<file path="src/rtl/uart_packet_parser_if.sv">
// Byte-stream input and assembled-packet output bundle for the UART packet parser.
// master = byte producer / packet consumer side, slave = the parser.
interface uart_packet_parser_if #(
    parameter int MAX_LEN = 8
);
    localparam int LEN_W = $clog2(MAX_LEN + 1);

    logic [7:0]           in_data;
    logic                 in_valid;
    logic                 in_ready;
    logic [7:0]           cmd_out;
    logic [LEN_W-1:0]     len_out;
    logic [8*MAX_LEN-1:0] payload_out;
    logic                 out_valid;
    logic                 out_ready;
    logic                 err_checksum;
    logic                 err_length;
    logic                 err_timeout;

    modport master (
        output in_data, in_valid, out_ready,
        input  in_ready, cmd_out, len_out, payload_out, out_valid,
               err_checksum, err_length, err_timeout
    );

    modport slave (
        input  in_data, in_valid, out_ready,
        output in_ready, cmd_out, len_out, payload_out, out_valid,
               err_checksum, err_length, err_timeout
    );
endinterface

</file>
<file path="src/rtl/uart_packet_parser.sv">
// Frames UART bytes into SYNC/CMD/LEN/PAYLOAD/XOR packets, holds each good packet
// until consumed, and pulses an error flag for length, checksum or timeout faults.
module uart_packet_parser #(
    parameter logic [7:0] SYNC_BYTE      = 8'hAA,
    parameter int         MAX_LEN        = 8,
    parameter int         TIMEOUT_CYCLES = 5_000_000
) (
    input logic                clk,
    input logic                rst,
    uart_packet_parser_if.slave bus
);
    localparam int LEN_W = $clog2(MAX_LEN + 1);
    localparam int TMO_W = $clog2(TIMEOUT_CYCLES + 1);
    localparam logic [TMO_W-1:0] TMO_LAST = TMO_W'(TIMEOUT_CYCLES - 1);

    typedef enum logic [2:0] {
        ST_IDLE    = 3'd0,
        ST_CMD     = 3'd1,
        ST_LEN     = 3'd2,
        ST_PAYLOAD = 3'd3,
        ST_CHECK   = 3'd4,
        ST_HOLD    = 3'd5
    } state_t;

    state_t               state_r;
    logic [7:0]           cmd_r;
    logic [7:0]           chk_r;
    logic [LEN_W-1:0]     len_r;
    logic [LEN_W-1:0]     idx_r;
    logic [8*MAX_LEN-1:0] payload_r;
    logic [TMO_W-1:0]     tmo_cnt_r;
    logic                 out_valid_r;
    logic                 err_checksum_r;
    logic                 err_length_r;
    logic                 err_timeout_r;
    logic                 accept_s;
    logic                 timed_s;

    function automatic logic [7:0] chk_update(input logic [7:0] acc, input logic [7:0] b);
        return acc ^ b;
    endfunction

    assign accept_s = bus.in_valid && (state_r != ST_HOLD);
    assign timed_s  = (state_r == ST_CMD) || (state_r == ST_LEN) ||
                      (state_r == ST_PAYLOAD) || (state_r == ST_CHECK);

    assign bus.in_ready     = (state_r != ST_HOLD);
    assign bus.cmd_out      = cmd_r;
    assign bus.len_out      = len_r;
    assign bus.payload_out  = payload_r;
    assign bus.out_valid    = out_valid_r;
    assign bus.err_checksum = err_checksum_r;
    assign bus.err_length   = err_length_r;
    assign bus.err_timeout  = err_timeout_r;

    // Frame FSM, inter-byte timeout counter and all registered outputs.
    always_ff @(posedge clk or posedge rst) begin
        if (rst) begin
            state_r        <= ST_IDLE;
            cmd_r          <= 8'h00;
            chk_r          <= 8'h00;
            len_r          <= '0;
            idx_r          <= '0;
            payload_r      <= '0;
            tmo_cnt_r      <= '0;
            out_valid_r    <= 1'b0;
            err_checksum_r <= 1'b0;
            err_length_r   <= 1'b0;
            err_timeout_r  <= 1'b0;
        end else begin
            err_checksum_r <= 1'b0;
            err_length_r   <= 1'b0;
            err_timeout_r  <= 1'b0;

            // An accepted byte always restarts the idle count, so it beats an expiring timer.
            if (timed_s && !accept_s) begin
                if (tmo_cnt_r == TMO_LAST) begin
                    err_timeout_r <= 1'b1;
                    state_r       <= ST_IDLE;
                    tmo_cnt_r     <= '0;
                end else begin
                    tmo_cnt_r <= tmo_cnt_r + TMO_W'(1);
                end
            end else begin
                tmo_cnt_r <= '0;
            end

            case (state_r)
                ST_IDLE: begin
                    if (accept_s && (bus.in_data == SYNC_BYTE)) begin
                        payload_r <= '0;
                        chk_r     <= 8'h00;
                        state_r   <= ST_CMD;
                    end
                end
                ST_CMD: begin
                    if (accept_s) begin
                        cmd_r   <= bus.in_data;
                        chk_r   <= bus.in_data;
                        state_r <= ST_LEN;
                    end
                end
                ST_LEN: begin
                    if (accept_s) begin
                        if (bus.in_data > 8'(MAX_LEN)) begin
                            err_length_r <= 1'b1;
                            state_r      <= ST_IDLE;
                        end else begin
                            len_r   <= bus.in_data[LEN_W-1:0];
                            chk_r   <= chk_update(chk_r, bus.in_data);
                            idx_r   <= '0;
                            state_r <= (bus.in_data == 8'h00) ? ST_CHECK : ST_PAYLOAD;
                        end
                    end
                end
                ST_PAYLOAD: begin
                    if (accept_s) begin
                        for (int i = 0; i < MAX_LEN; i++) begin
                            if (idx_r == LEN_W'(i)) begin
                                payload_r[8*i +: 8] <= bus.in_data;
                            end
                        end
                        chk_r <= chk_update(chk_r, bus.in_data);
                        idx_r <= idx_r + LEN_W'(1);
                        if ((idx_r + LEN_W'(1)) == len_r) begin
                            state_r <= ST_CHECK;
                        end
                    end
                end
                ST_CHECK: begin
                    if (accept_s) begin
                        if (bus.in_data == chk_r) begin
                            out_valid_r <= 1'b1;
                            state_r     <= ST_HOLD;
                        end else begin
                            err_checksum_r <= 1'b1;
                            state_r        <= ST_IDLE;
                        end
                    end
                end
                ST_HOLD: begin
                    if (bus.out_ready) begin
                        out_valid_r <= 1'b0;
                        state_r     <= ST_IDLE;
                    end
                end
                default: begin
                    out_valid_r <= 1'b0;
                    state_r     <= ST_IDLE;
                end
            endcase
        end
    end
endmodule

</file>
<file path="src/flat_wrapper.sv">
// flat-port wrapper written by rule: the top's interface ports become plain ports
module uart_packet_parser_flat 
#(
    parameter logic [7:0] SYNC_BYTE      = 8'hAA,
    parameter int         MAX_LEN        = 8,
    parameter int         TIMEOUT_CYCLES = 5_000_000
)
  (clk, rst, bus_in_data, bus_in_valid, bus_out_ready, bus_in_ready, bus_cmd_out, bus_len_out, bus_payload_out, bus_out_valid, bus_err_checksum, bus_err_length, bus_err_timeout);
  uart_packet_parser_if #(.MAX_LEN(MAX_LEN)) bus_i ();
  input logic clk;
  input logic rst;
  input wire logic [$bits(bus_i.in_data)-1:0] bus_in_data;
  input wire logic [$bits(bus_i.in_valid)-1:0] bus_in_valid;
  input wire logic [$bits(bus_i.out_ready)-1:0] bus_out_ready;
  output wire logic [$bits(bus_i.in_ready)-1:0] bus_in_ready;
  output wire logic [$bits(bus_i.cmd_out)-1:0] bus_cmd_out;
  output wire logic [$bits(bus_i.len_out)-1:0] bus_len_out;
  output wire logic [$bits(bus_i.payload_out)-1:0] bus_payload_out;
  output wire logic [$bits(bus_i.out_valid)-1:0] bus_out_valid;
  output wire logic [$bits(bus_i.err_checksum)-1:0] bus_err_checksum;
  output wire logic [$bits(bus_i.err_length)-1:0] bus_err_length;
  output wire logic [$bits(bus_i.err_timeout)-1:0] bus_err_timeout;
  assign bus_i.in_data = bus_in_data;
  assign bus_i.in_valid = bus_in_valid;
  assign bus_i.out_ready = bus_out_ready;
  assign bus_in_ready = bus_i.in_ready;
  assign bus_cmd_out = bus_i.cmd_out;
  assign bus_len_out = bus_i.len_out;
  assign bus_payload_out = bus_i.payload_out;
  assign bus_out_valid = bus_i.out_valid;
  assign bus_err_checksum = bus_i.err_checksum;
  assign bus_err_length = bus_i.err_length;
  assign bus_err_timeout = bus_i.err_timeout;
  uart_packet_parser #(.SYNC_BYTE(SYNC_BYTE), .MAX_LEN(MAX_LEN), .TIMEOUT_CYCLES(TIMEOUT_CYCLES)) u_core (.clk(clk), .rst(rst), .bus(bus_i));
endmodule
</file>
<file path="config.mk">
export PLATFORM = sky130hd
export DESIGN_NAME = uart_packet_parser_flat
export DESIGN_NICKNAME = d
export VERILOG_FILES = /design/src/rtl/uart_packet_parser_if.sv /design/src/rtl/uart_packet_parser.sv /design/src/flat_wrapper.sv
export SDC_FILE = /design/constraint.sdc
export NUM_CORES = 1
export LEC_CHECK = 0
export ABC_AREA = 1
export ABC_CLOCK_PERIOD_IN_PS = 6850
export CAP_MARGIN = 20
export CORE_MARGIN = 4
export CORE_UTILIZATION = 58
export DETAILED_ROUTE_END_ITERATION = 12
export PLACE_DENSITY = 0.82
export SETUP_SLACK_MARGIN = 0.4
export SLEW_MARGIN = 20
export SYNTH_ARGS = -nofsm -noshare
export SYNTH_HDL_FRONTEND = slang
export SYNTH_SLANG_ARGS = --single-unit
</file>
<file path="constraint.sdc">
create_clock -name clk -period 6.85 [get_ports clk]
set_clock_uncertainty 0.05 [all_clocks]
set_input_delay 1.37 -clock clk [delete_from_list [all_inputs] [get_ports clk]]
set_output_delay 1.37 -clock clk [all_outputs]
set_load 0.005 [all_outputs]
</file>
* Word-level counts from Yosys, hierarchy flattened *
Index checks and enable logic that the tools add are counted.

storage, ports and cells
  register bits = 118
  input port bits = 12
  output and inout port bits = 81
  logic and storage cells = 132

operators by class
  $add $sub $neg = 2
  magnitude comparators = 1
  equal/unequal tests = 33
  multiplexer cells = 48
  bitwise operators = 3
  reduce and logical (&&, ||, !) cells = 27

operators with widths
  kind                                                                     number
  64-bit two-way mux                                                       2
  64-bit one-hot mux with 2 select lines                                   1
  8-bit two-way mux                                                        13
  23-bit two-way mux                                                       2
  4-bit AND reduction                                                      10
  3-bit two-way mux                                                        12
  8-bit one-hot mux with 4 select lines                                    1
  23-bit by 1-bit adder with 23-bit output, second input constant          1
  23-bit equality test, second input constant                              1
  2-bit inequality test, second input constant                             11
  3-bit one-hot mux with 6 select lines                                    1
  4-bit by 3-bit equality test with 1-bit output, second input constant    4
  4-bit two-way mux                                                        3
  1-bit two-way mux                                                        11
  2-bit by 1-bit inequality test with 1-bit output, second input constant  5
  4-bit by 2-bit equality test with 1-bit output, second input constant    2
  8-bit equality test                                                      1
  8-bit equality test, second input constant                               1
  8-bit by 4-bit > comparator with 1-bit output, second input constant     1
  8-bit zero test                                                          1
  4-bit one-hot mux with 2 select lines                                    1
  8-bit bitwise XOR                                                        1
  3-bit by 2-bit equality test with 1-bit output, second input constant    2
  3-bit equality test, second input constant                               2
  18 further kinds                                                         24

* Longest topological paths before layout *
Gate-level depths: netlist of the first run.

  depth in word-level cells = 9
  depth in mapped cells = 13
  depth with buffers taken out = 13

* Worst setup path before layout of the first run *
OpenSTA, ideal clock, no wires.

  path kind = input to register
  start = input port bus_in_data[2]
  end = register u_core.payload_r[32], in the netlist u_core.bus.payload_out[32]
  setup time = 0.124 ns
  arrival time = 2.401 ns
  data required time = 6.676 ns
  slack = 4.275 ns
  cell stages on the path = 9
  buffers on the path = 1
  cells stage by stage = nor2_1 > nand3_1 > nor2_1 > nand3_2 > o21ai_4 > nand2_4 > buf_6 > nand2_1 > o21ai_2

between the ends
  cells in the longest elaborated chain, start to end = 4

ends and longest elaborated chain
  element                                                     line                       RTL
  from (decl)                                                 flat_wrapper.sv:12         input wire logic [$bits(bus_i.in_data)-1:0] bus_in_data;
  8-bit equality test                                         uart_packet_parser.sv:90   if (accept_s && (bus.in_data == SYNC_BYTE)) begin
  1-bit logical AND                                           uart_packet_parser.sv:90
  2-bit by 1-bit inequality test with 1-bit output (no line)  -
  4-bit AND reduction (no line)                               -
  to (signal, indexed assignment)                             uart_packet_parser.sv:120  payload_r[8*i +: 8] <= bus.in_data;
  to (decl)                                                   uart_packet_parser.sv:30   logic [8*MAX_LEN-1:0] payload_r;

No other way between the ends.
A chain may end at the register's enable or synchronous reset.

* Final worst setup path of the first run *
  start = register u_core.state_r[2]
  end = output port bus_in_ready

between the ends
  cells in the longest elaborated chain, start to end = 1

ends and longest elaborated chain
  element                 line                       RTL
  from (decl)             uart_packet_parser.sv:25   state_t state_r;
  from (signal assigned)  uart_packet_parser.sv:112  state_r <= (bus.in_data == 8'h00) ? ST_CHECK : ST_PAYLOAD;
  3-bit inequality test   uart_packet_parser.sv:47   assign bus.in_ready = (state_r != ST_HOLD);
  to (decl)               flat_wrapper.sv:15         output wire logic [$bits(bus_i.in_ready)-1:0] bus_in_ready;

No other way between the ends.

==> metrics.md, run 1 <==
| Metric | Value |
|---|---|
| Outcome | `complete, no violations` |
| Netlist cell types | `32` |
| Post-DR vias/cell | `5.43` |
| Final min period | `3230 ps` |
| Worst slew pin tran | `755 ps` |
| WL final | `between 10,000 and 15,000 um` |
| Final Slew Violations | `0` |
| Initial Util | `60.2%` |
| Max VDD drop | `0.220 mV` |
| Placed Instances | `886` |
| Finished Layout Cells | `918` |
| TritonCTS clock tree | `yes` |
| Global-route wire length before repair | `around 24,000 um` |
| Slew margin rel. | `49.6%` |
| Hold Fails Final Rpt | `0` |
| CP required | `5430 ps` |
| DR DRC count | `0` |
| Most common cell after layout, fill and taps aside | `nand2_1` |
| Num CTS Buffers | `17` |
| Critical path peak fanout | `10` |
| Max-cap check violation count | `0` |
| CP Class | `flip-flop to output port` |
| Met3 GRT Util | `6.50%` |
| Crit-path slowest cell | `dfrtp_1` |
| Max incr delay on CP | `610 ps` |
| Num rows | `35` |
| Hold Buf Count CTS | `0` |
| CP Launch Type | `flip-flop` |
| Initial antenna violation count | `0` |
| Largest net degree at the start of global routing | `88` |
| Syn Std Cell Area | `0.00562 mm2` |
| M1 GR Usage | `about a third` |
| Ports | `93` |
| Crit path capture type | `output port` |
| Routed vias | `4,983` |
| Post-CTS resize count | `0` |
| P_leak | `3.18 nW` |
| Crit path max-delay family | `flip-flops` |
| Number of port buffers | `92` |
| Power per cell area | `333 mW/mm2` |
| Routed len/inst | `15.5 um` |
| Number of global-route vias before repair | `4,921` |
| Antenna Violating Nets Remaining | `0` |
| Max Clock Freq | `~310 MHz` |
| Clk Latency, worst-skew pair | `520 ps` |
| RSZ-0062 raised after global routing | `no` |
| Clock transition at path regs | `60 ps` |
| Clock sinks | `around 120` |
| Share of cells above drive strength 1 | `8.37%` |
| Dpl ws | `3430 ps` |
| Htree depth | `4` |
| First-pass iteration count of the detailed router | `8` |
| Core Region | `0.00933 mm2` |
| Syn Nets | `696` |
| CTS root buf | `clkbuf_8` |
| M2 GR Usage | `42.8%` |
| Commonest cells after routing, fill and taps aside | `222 x nand2_1, 118 x dfrtp_1, 92 x clkdlybuf4s50_1` |
| Total power | `2.40 mW` |
| Nets | `793` |
| ANT cells | `0` |
| Max Root-Sink Buffers | `2` |
| YS warnings | `0` |
| WP buf/inv | `1` |
| TNS Setup | `0 ps` |
| DRC marker count from the first detailed-route iteration | `248` |
| GRT Resource Usage Total | `a little over a quarter` |
| Sequential-to-total area share from yosys stat | `between 50% and 60%` |
| RePlAce Congestion | `about 0.88` |
| Final WS setup | `between 3000 and 4000 ps` |
| Final clock period utilization by the worst path | `47.1%` |
| Syn-to-layout area delta | `28.5%` |
| Yosys reg bits | `between 100 and 150` |
| Post-CTS setup buffer count | `0` |
| Top Usage Layer GRT | `met2` |
| CP Cell Sequence | `nand3_2 -> clkdlybuf4s50_1` |
| Die X-Extent | `106 um` |
| Number of fill cells in the layout | `652` |
| Remaining Overflow, GRT | `0` |
| Min-delay worst type | `flip-flop to flip-flop` |
| Die H | `106 um` |
| R2R setup slack | `approximately 4600 ps` |
| CP arrival | `about 1800 ps` |
| Total die area | `between 0.01 and 0.015 mm2` |
| DP Wirelength | `9330 um` |
| Mean Syn Cell Area | `around 8.3 um2` |
| Synth Instances | `approximately 680` |
| Final setup vio count | `0` |
-- through the flow --
step	cell area (um2)	utilization [%]	hold WS [ps]
2_1_floorplan	5620	-	424
3_3_place_gp	6580	70.5	416
3_5_place_dp	6580	70.5	418
4_1_cts	7220	77.4	434
5_1_grt	7220	77.4	470
6_report	7220	77.4	430
-- synthesized netlist by cell type --
master / count / area share (%)
buf_4: 1 / 0.13
o21ai_2: 7 / 1.1
nand3_1: 20 / 1.8
inv_2: 5 / 0.33
o21a_1: 1 / 0.13
nor3b_2: 1 / 0.22
nor3_1: 8 / 0.71
clkbuf_1: 1 / 0.067
buf_6: 9 / 1.8
nand2_1: 222 / 15
a21oi_1: 9 / 0.80
ha_1: 5 / 1.1
o21ai_0: 33 / 2.9
o21ai_4: 1 / 0.29
o21ai_1: 57 / 5.1
nand3_2: 2 / 0.36
nand2_4: 8 / 1.6
nand2_2: 3 / 0.33
nor2_1: 60 / 4.0
nand4_1: 7 / 0.78
inv_1: 67 / 4.5
xor2_1: 11 / 1.7
nor3_2: 1 / 0.18
and2_1: 3 / 0.33
nand4_4: 1 / 0.38
buf_2: 4 / 0.36
nor2_2: 2 / 0.22
dfrtp_1: 118 / 53
o22ai_1: 8 / 0.89
clkinv_1: 1 / 0.067
nor3b_1: 2 / 0.27
xnor2_1: 1 / 0.16
-- kinds of logic (layout without fill, tap and decap cells) --
group,count (synthesis),after routing,synth area share [%]
adder cells (fa/ha/maj),5,5,1.11
buffers and inverters,88,198,7.24
flip-flops,118,118,52.5
AND/OR/NAND/NOR,340,340,26.0
AO/OA/AOI/OAI,116,116,11.2
XOR/XNOR,12,12,1.87
-- worst paths after layout --
kind,start,to,depth (start not counted)
setup / recovery,u_core.state_r[2],bus_in_ready,2
hold / removal,u_core.bus.payload_out[32],u_core.bus.payload_out[32],2
setup reg to reg,u_core.state_r[1],u_core.bus.payload_out[43],6
hold reg to reg,u_core.bus.payload_out[32],u_core.bus.payload_out[32],2
max in group asynchronous,rst,u_core.bus.len_out[3],3
min in group asynchronous,rst,u_core.bus.payload_out[39],2
-- sequential cells by signal, indices dropped and copies added (netlist names) --
name / count
u_core.bus.payload_out: 64
u_core.tmo_cnt_r: 23
u_core.bus.cmd_out: 8
u_core.chk_r: 8
u_core.bus.len_out: 4
u_core.idx_r: 4
u_core.state_r: 3
u_core.bus.err_checksum: 1
u_core.bus.err_length: 1
u_core.bus.err_timeout: 1
u_core.bus.out_valid: 1
-- metal layers --
layer / up-vias / part of all wire, %
met5: - / 0
met3: 52 / 7.7
met2: 219 / 49
met1: 2346 / 40
li1: 2366 / -
met4: 0 / 3.5
-- power by group --
part,leakage [nW],switching [mW],internal (mW)
Clock,0.307,0.331,0.616
Sequential,1.61,0.0842,0.796
Combinational,1.27,0.328,0.248
-- cell type report --
cell class	instances	area [um2]	area share, %
Clock inverter	13	195	2.70
Tap cell	129	161	2.24
Inverter	73	279	3.86
Clock buffer	19	442	6.12
Timing Repair Buffer	93	928	12.9
Multi-Input combinational cell	473	2260	31.3
Sequential cell	118	2950	40.9
-- worst register-to-register path: stages, from the launching register on --
cell and delay, ps:
dfrtp_1 530, nand2_1 180, nor2_2 570, o21ai_0 330, nand2_4 260, nand2_1 110, o21ai_1 100
Note: power is estimated with default switching activity, not from simulation.
==> run 2: changes to the inputs <==
--- a/config.mk
+++ b/config.mk
@@ -6,12 +6,12 @@
 export NUM_CORES = 1
 export LEC_CHECK = 0
 export ABC_AREA = 1
-export ABC_CLOCK_PERIOD_IN_PS = 6850
+export ABC_CLOCK_PERIOD_IN_PS = 3200
 export CAP_MARGIN = 20
 export CORE_MARGIN = 4
-export CORE_UTILIZATION = 58
+export CORE_UTILIZATION = 53
 export DETAILED_ROUTE_END_ITERATION = 12
-export PLACE_DENSITY = 0.82
+export PLACE_DENSITY = 0.75
 export SETUP_SLACK_MARGIN = 0.4
 export SLEW_MARGIN = 20
 export SYNTH_ARGS = -nofsm -noshare
==> constraint.sdc (replaced) <==
create_clock -name clk -period 3.2 [get_ports clk]
set_clock_uncertainty 0.05 [all_clocks]
set_input_delay 0.64 -clock clk [delete_from_list [all_inputs] [get_ports clk]]
set_output_delay 0.64 -clock clk [all_outputs]
set_load 0.005 [all_outputs]
==> metrics.md, run 2 (synthesized netlist as in run 1, its figures left out) <==
| Metric | Value |
|---|---|
| Die X-Extent | `between 100 and 150 um` |
| Nets | `about 800` |
| Top layer in use | `met4` |
| P_leak | `3.19 nW` |
| Routed len/inst | `14.2 um` |
| Max VDD drop | `0.375 mV` |
| Worst slew pin tran | `777 ps` |
| CP required | `2510 ps` |
| Share of cells above drive strength 1 | `8.70%` |
| Hold Fails Final Rpt | `0` |
| DRC marker count from the first detailed-route iteration | `about 330` |
| Flop pwr share | `approximately two fifths` |
| Clock sinks | `118` |
| Final setup vio count | `0` |
| Slew margin rel. | `48.1%` |
| TritonCTS clock tree | `yes` |
| Initial antenna violation count | `0` |
| Comb pwr share | `24.7%` |
| Max-cap check violation count | `0` |
| Most common cell after layout, fill and taps aside | `nand2_1` |
| Clock transition at path regs | `roughly 50 ps` |
| Sequential cell area | `approximately 0.0030 mm2` |
| Crit-path slowest cell | `dfrtp_1` |
| Post-CTS resize count | `0` |
| Max Root-Sink Buffers | `2` |
| First-pass iteration count of the detailed router | `7` |
| Final WS setup | `731 ps` |
| Total die area | `0.0123 mm2` |
| Hold Buf Count CTS | `0` |
| P_int | `3.38 mW` |
| Dpl ws | `598 ps` |
| Max Clock Freq | `405 MHz` |
| Remaining Overflow, GRT | `0` |
| Crit path max-delay family | `flip-flops` |
| Clk Latency, worst-skew pair | `520 ps` |
| Global-route wire length before repair | `22,500 um` |
| RSZ-0062 raised after global routing | `no` |
| GRT Resource Usage Total | `22.3%` |
| Number of port buffers | `92` |
| Min-delay worst type | `flip-flop to flip-flop` |
| Footprint of the multi-input gates | `about 0.0023 mm2` |
| CP Cell Sequence | `nand3_2 -> clkdlybuf4s50_1` |
| DR DRC count | `0` |
| Metal3 WL | `800 um` |
| Final Slew Violations | `0` |
| Post-CTS setup buffer count | `0` |
| WP buf/inv | `1` |
| Syn-to-layout area delta | `28.8%` |
| Crit path capture type | `output port` |
| Max reg flops | `64` |
| Die H | `111 um` |
| Final clock period utilization by the worst path | `77.2%` |
| ANT cells | `0` |
| Routed vias | `4,793` |
| Number of global-route vias before repair | `4,648` |
| Routed met2 length | `6270 um` |
| CTS root buf | `clkbuf_8` |
| Largest net degree at the start of global routing | `36` |
| CP Launch Type | `flip-flop` |
| Num CTS Buffers | `17` |
| Power per cell area | `682 mW/mm2` |
| Number of fill cells in the layout | `about 800` |
| Metal1 wirelength | `5830 um` |
| Antenna Violating Nets Remaining | `0` |
| Outcome | `complete, no violations` |
| Htree depth | `4` |
| Net Sw Frac | `31.6%` |
| CP Class | `flip-flop to output port` |
| Final min period | `around 2500 ps` |
| Initial Util | `a little over half` |
| TNS Setup | `0 ps` |
| Post-DR vias/cell | `5.16` |
| WL final | `13,200 um` |
| CP arrival | `1780 ps` |
| Num rows | `37` |
| Net Sw Power | `1.56 mW` |
| Core Region | `0.0103 mm2` |
| DP Wirelength | `about 9400 um` |
| Max incr delay on CP | `580 ps` |
| Ports | `93` |
| RePlAce Congestion | `between 0.8 and 0.9` |
| Clk pwr share | `37.1%` |
| Commonest cells after routing, fill and taps aside | `222 x nand2_1, 118 x dfrtp_1, 92 x clkdlybuf4s50_1` |
| Critical path peak fanout | `10` |
[run 2: changes by cell type in the layout (fill, tap and decap cells not counted), sizes merged]
cell,before,now
clkbuf,19,18
buf,1,5
inv,75,73
clkinv,5,9
clkinvlp,2,3
bufinv,4,2
[run 2: worst min-delay path, cell delays in order, from the launching register on]
cell and delay [ps]:
dfrtp_1 340, nand2_1 50, o21ai_1 60
[run 2: path summary, 6_finish.rpt]
path | end | from | cells past startpoint | slack, ps
worst max-delay path | bus_in_ready | u_core.state_r[2] | 2 | 730
worst min-delay path | u_core.bus.payload_out[53] | u_core.bus.payload_out[53] | 2 | 440
worst max register to register | u_core.tmo_cnt_r[22] | u_core.tmo_cnt_r[0] | 8 | 1080
worst min register to register | u_core.bus.payload_out[53] | u_core.bus.payload_out[53] | 2 | 440
max in group asynchronous | u_core.bus.payload_out[4] | rst | 3 | 1910
min in group asynchronous | u_core.bus.payload_out[37] | rst | 2 | 570
[run 2: layout make-up]
class                      count  area share, %
clock buffer                  18           5.91
clock inverter                14           2.09
inverter                      73           3.84
multi-input combinational    473           31.2
sequential                   118           40.8
tap                          136           2.35
timing repair buffer          97           13.8
[run 2: layer usage]
layer / vias to the layer above / track usage, %
met2: 169 / 35.8
met3: 30 / 4.42
met1: 2216 / 30.0
met5: - / 0
met4: 0 / 9.03
li1: 2378 / -
[run 2: power groups by stage]
stage	Combinational, mW	Sequential, mW	Clock (mW)
detailed placement	1.21	1.91	0
finish	1.22	1.89	1.83
global route	1.37	1.91	1.93
floorplan	0.744	1.87	0
global placement	1.19	1.90	0
CTS	1.23	1.88	1.85
[run 2: metrics by stage]
| stage | instance area [um2] | instances | utilization (%) | power [mW] | hold WS [ps] |
|---|---|---|---|---|---|
| 2_1_floorplan | 5620 | 679 | - | 2.61 | 424 |
| 3_3_place_gp | 6660 | 897 | 64.5 | 3.09 | 417 |
| 3_5_place_dp | 6660 | 897 | 64.5 | 3.12 | 423 |
| 4_1_cts | 7240 | 929 | 70.1 | 4.96 | 437 |
| 5_1_grt | 7240 | 929 | 70.1 | 5.21 | 453 |
| 6_report | 7240 | 929 | 70.1 | 4.94 | 439 |
